--- src/rtl/jtag_reg_bridge.sv ---
// rtl/jtag_reg_bridge.sv - JTAG user-chain to register bus bridge
//
// Purpose: a TAP user data register carries {wdata, addr, wr} command frames
// in on tap_tdi and returns {rdata_q, status} on tap_tdo. An update strobe
// starts one register bus access, which ends on bus_ack or after TIMEOUT cycles.
//
// Ports:
//   clk, reset                  gated TCK, asynchronous active-high reset
//   tap_sel                     user chain selected
//   tap_capture, tap_shift,     data-register strobes
//   tap_update, tap_tdi         and serial data in
//   tap_tdo                     serial data out (sr[0])
//   bus_req, bus_wr             access request, 1 = write
//   bus_addr, bus_wdata         access address and write data
//   bus_ack, bus_rdata          access complete, read data valid with ack

module jtag_reg_bridge #(
    parameter int ADDR_W  = 4,
    parameter int DATA_W  = 8,
    parameter int TIMEOUT = 15
) (
    input  logic              clk,
    input  logic              reset,
    input  logic              tap_sel,
    input  logic              tap_capture,
    input  logic              tap_shift,
    input  logic              tap_update,
    input  logic              tap_tdi,
    output logic              tap_tdo,
    output logic              bus_req,
    output logic              bus_wr,
    output logic [ADDR_W-1:0] bus_addr,
    output logic [DATA_W-1:0] bus_wdata,
    input  logic              bus_ack,
    input  logic [DATA_W-1:0] bus_rdata
);

    localparam int F  = 1 + ADDR_W + DATA_W;
    localparam int SW = ADDR_W + 1;
    localparam logic [7:0] CNT_LAST = 8'(TIMEOUT - 1);
    localparam logic [7:0] CNT_MAX  = 8'(TIMEOUT);

    typedef enum logic {IDLE, REQ} state_t;

    state_t            state_q, state_d;
    logic [F-1:0]      sr;
    logic [DATA_W-1:0] rdata_q;
    logic              timeout_flag, overrun_flag;
    logic [7:0]        cnt_q;
    logic [SW-1:0]     status;

    logic do_cap, do_shift, do_upd;
    logic latch_cmd, ack_done, tmo_evt, ovr_evt;

    // Strobe priority: capture beats shift, shift beats update.
    assign do_cap   = tap_sel & tap_capture;
    assign do_shift = tap_sel & tap_shift & ~tap_capture;
    assign do_upd   = tap_sel & tap_update & ~tap_capture & ~tap_shift;

    assign tap_tdo = sr[0];
    assign bus_req = (state_q == REQ);

    always_comb begin
        status    = '0;
        status[0] = (state_q != IDLE);
        status[1] = timeout_flag;
        status[2] = overrun_flag;
    end

    always_comb begin
        state_d   = state_q;
        latch_cmd = 1'b0;
        ack_done  = 1'b0;
        tmo_evt   = 1'b0;
        ovr_evt   = 1'b0;
        case (state_q)
            IDLE: begin
                if (do_upd) begin
                    latch_cmd = 1'b1;
                    state_d   = REQ;
                end
            end
            REQ: begin
                // A new command while busy is dropped, the access carries on.
                if (do_upd)
                    ovr_evt = 1'b1;
                // Ack on the expiry cycle takes precedence over the timeout.
                if (bus_ack) begin
                    ack_done = 1'b1;
                    state_d  = IDLE;
                end else if (cnt_q == CNT_LAST) begin
                    tmo_evt = 1'b1;
                    state_d = IDLE;
                end
            end
            default: state_d = IDLE;
        endcase
    end

    always_ff @(posedge clk or posedge reset) begin
        if (reset) begin
            state_q <= IDLE;
        end else begin
            state_q <= state_d;
        end
    end

    always_ff @(posedge clk or posedge reset) begin
        if (reset) begin
            sr <= '0;
        end else if (do_cap) begin
            sr <= {rdata_q, status};
        end else if (do_shift) begin
            sr <= {tap_tdi, sr[F-1:1]};
        end
    end

    always_ff @(posedge clk or posedge reset) begin
        if (reset) begin
            bus_wr    <= 1'b0;
            bus_addr  <= '0;
            bus_wdata <= '0;
        end else if (latch_cmd) begin
            bus_wr    <= sr[0];
            bus_addr  <= sr[ADDR_W:1];
            bus_wdata <= sr[F-1:ADDR_W+1];
        end
    end

    always_ff @(posedge clk or posedge reset) begin
        if (reset) begin
            cnt_q <= '0;
        end else if (latch_cmd) begin
            cnt_q <= '0;
        end else if (state_q == REQ && !bus_ack && cnt_q < CNT_MAX) begin
            cnt_q <= cnt_q + 8'd1;
        end
    end

    always_ff @(posedge clk or posedge reset) begin
        if (reset) begin
            rdata_q <= '0;
        end else if (ack_done && !bus_wr) begin
            rdata_q <= bus_rdata;
        end
    end

    // Read-to-clear flags; an event coinciding with capture survives it.
    always_ff @(posedge clk or posedge reset) begin
        if (reset) begin
            timeout_flag <= 1'b0;
            overrun_flag <= 1'b0;
        end else if (do_cap) begin
            timeout_flag <= tmo_evt;
            overrun_flag <= ovr_evt;
        end else begin
            timeout_flag <= timeout_flag | tmo_evt;
            overrun_flag <= overrun_flag | ovr_evt;
        end
    end

endmodule

--- config.mk ---
export PLATFORM = sky130hd
export DESIGN_NAME = jtag_reg_bridge
export DESIGN_NICKNAME = d
export VERILOG_FILES = /design/src/rtl/jtag_reg_bridge.sv
export SDC_FILE = /design/constraint.sdc
export NUM_CORES = 1
export LEC_CHECK = 0
export BUFFER_PORTS_ARGS = -buffer_cell sky130_fd_sc_hd__buf_2
export CORE_AREA = 4 4 68 70
export CTS_CLUSTER_SIZE = 20
export DETAILED_ROUTE_END_ITERATION = 12
export DIE_AREA = 0 0 72 74
export GPL_TIMING_DRIVEN = 0
export PLACE_DENSITY = 0.75
export SKIP_LAST_GASP = 1
export SYNTH_ARGS = -nofsm -noshare
export SYNTH_HDL_FRONTEND = slang
export SYNTH_SLANG_ARGS = --single-unit
export TNS_END_PERCENT = 20
--- constraint.sdc ---
create_clock -name clk -period 1.4 [get_ports clk]
set_input_delay 0.42 -clock clk [delete_from_list [all_inputs] [get_ports clk]]
set_output_delay 0.42 -clock clk [all_outputs]
set_load 0.03 [all_outputs]
==> reports/metrics.yaml <==
power_density_nw_per_um2: 1510
ys_warn_count: 0
cts_buffers: 5
layout_setup_ws_ns: -0.168
r2r_slack_ns: -0.17
drc: 0
max_cap_violations: 0
synth_async_sr_flop_share: 1.00
fmax_mhz: 638
drv_slew: 0
syn_avg_cell_area_um2: 13.6
violations: "setup timing"
final_util: 0.588
slowest_delay_ns: 0.56
status: "finished, violations left"
cts_tree: "done"
antenna_found_initial: 0
core_area_um2: 3970
clkTransAtPathRegs_ns: 0.08
yosys.area.top_type: "dfrtp_1"
grt_remaining_overflow: 0
area_delta_synth_final_pct: 23.2
syn_nets: 157
initial_utilization: 0.477
rows: 23
ant_nets: 0
grt_max_degree: 46
crit_path_top_delay_cell: "or4_4"
cts_sinks: 45
die_y_um: 74
pin_count: 31
hold_buffers: 0
io_buffers: 29
placedCellCount: 218
swShare: 0.296
place_hpwl_um: 2830
wirelength_um: 4260
synth_compound_area_frac: 0.159
end_kind: "register"
synthFlopType: "dfrtp_1"
worst_hold_slack_ns: 0.317
setup_tns_ns: -0.626
fin_cells: 230
synth_top_area_frac: 0.594
p_clk_frac: 0.261
hold_violations: 0
synth-adder-area-share: 0.0132
postLayoutCellArea_um2: 2340
internal-power_mw: 2.48
ys_top_cells_by_area: "dfrtp_1 59%, mux2_2 12%, a22o_1 10%, nor2b_1 1.7%, ha_1 1.3%"
diodes: 0
num_vias: 1347
cp.required_ns: 1.58
arrival_ns: 1.75
synth_top_family_by_area: "compound AO/OA/AOI/OAI gates"
tightest_slew_ns: 0.941
power_frac_comb: 0.243
period_share: 1.12
setup_viol: 16
via_per_inst: 5.86
final.setup_skew_ns: 0.00852
rsz0062_at_grt: "true"
netlist_area_um2: 1900
yosys.area_share.simple: 0.0785
syn_inst: 139
sequentialPowerShare: 0.496
clk_latency_ns: 0.29
hp-class: "in -> async"
synth_edf_count: 0
slew_headroom: 0.371
path_cells: "or4_4 -> o31a_1 -> a311oi_2"
crit_family: "simple AND/OR/NAND/NOR gates"
clockBufferDepth: 2
critPathBufInv: 0
dr.pass1.iters: 4
die_area_um2: 5330
drive_gt1_frac: 0.422
drt-initial-drc-count: 96
gp_congestion: 0.892
synthMuxAreaShare: 0.125
startpoint_type: "register"
die_x_um: 72
worst-path-max-fanout: 3
post_dp_cell_area_um2: 2150
critPathKind: "reg -> reg"
yosys.cell_types.count: 31
ys_seq_area_frac: 0.594
grt_pass1_vias: 1339
globalRouteTotalUtil: 0.173
fin_nets: 198
synth_seq_cells: 45
cts_htree_levels: 2
cts_root_buf: "clkbuf_8"
wl_per_cell_um: 18.5
synth-xor-area-share: 0
p_sw_mw: 1.05
fin_crit_ns: 1.57
grt_pass1_wl_um: 6960
power.leakage_nw: 1.13
peakVddDrop_uv: 602
## metrics by stage
stage	total power [mW]	setup slack, ns
global route	3.72	-0.195
floorplan	2.35	-0.130
global placement	2.56	-0.325
finish	3.53	-0.168
detailed placement	2.62	-0.320
CTS	3.56	-0.146
## timing repair
action                                  4_1_cts  5_1_grt
gates cloned                                  1        0
resized for setup                             3        7
endpoints found under the setup margin       20       36
pin swaps                                     4        0
buffers inserted                              4        0
## logic make-up (layout without fill, tap and decap cells)
logic type      count (synthesis)  count (layout)
compound gates                 37              37
flops                          45              45
mux                            21              21
simple gates                   22              22
buf+inv                        12              53
fa+ha+maj                       2               2
## synth_stat cells (all sizes together), types with 2 or more instances
cell,count
a31oi,2
a211oi,2
nand3,2
ha,2
nor2b,6
nand4,2
buf,2
a22o,22
a32o,2
clkbuf,5
nand2,3
dfrtp,45
mux2,21
inv,5
o21ai,2
nor4,3
nor3,2
a21oi,2
## state kept, by name, summed over array words and instances, names as in the netlist
name / flops
cnt_q: 8
bus_req: 1
rdata_q: 8
sr: 13
overrun_flag: 1
bus_wr: 1
timeout_flag: 1
bus_addr: 4
bus_wdata: 8
## placed cells by master, fill, tap and decap left out, types with 2 or more instances in the layout
master,instances
a22o_1,22
mux2_2,10
buf_4,3
buf_2,30
buf_6,3
clkbuf_1,4
nand2_1,2
inv_1,4
nor4_2,2
a31oi_1,2
a211oi_1,2
a32o_1,2
dfrtp_1,44
clkbuf_8,6
ha_1,2
nand4_1,2
nand3_1,2
mux2_4,11
nor2b_1,5
a21oi_1,2
## power groups by stage
stage / Sequential (mW) / Clock (mW) / Combinational, mW
3_3_place_gp: 1.75 / 0 / 0.805
2_1_floorplan: 1.92 / 0 / 0.428
6_report: 1.75 / 0.921 / 0.857
4_1_cts: 1.75 / 0.951 / 0.858
3_5_place_dp: 1.77 / 0 / 0.843
5_1_grt: 1.79 / 1.02 / 0.918
## worst paths after layout
path | from | cells after the start | end
setup reg to reg | cnt_q[4] | 3 | cnt_q[3]
hold / removal | reset | 2 | bus_wdata[0]
min in group clk | bus_rdata[0] | 2 | rdata_q[0]
max in group asynchronous | reset | 2 | bus_req
setup / recovery | cnt_q[4] | 3 | cnt_q[3]
hold reg to reg | bus_wdata[5] | 1 | bus_wdata[5]
## layer usage
metal | GRT usage | vias to the layer above | share of wire
met3 | 0.0365 | 9 | 0.069
met2 | 0.294 | 55 | 0.52
met1 | 0.224 | 679 | 0.39
met5 | 0 | - | 0
met4 | 0.0543 | 0 | 0.019
li1 | - | 604 | -
## cell type report
class,count,area (µm²)
clock inverter,2,35.0
clock buffer,5,68.8
timing repair buffer,34,188
inverter,5,22.5
tap,50,62.6
buffer,7,47.5
fill,312,1640
multi-input combinational,82,785
sequential,45,1130
Note: power is estimated with default switching activity, not from simulation.
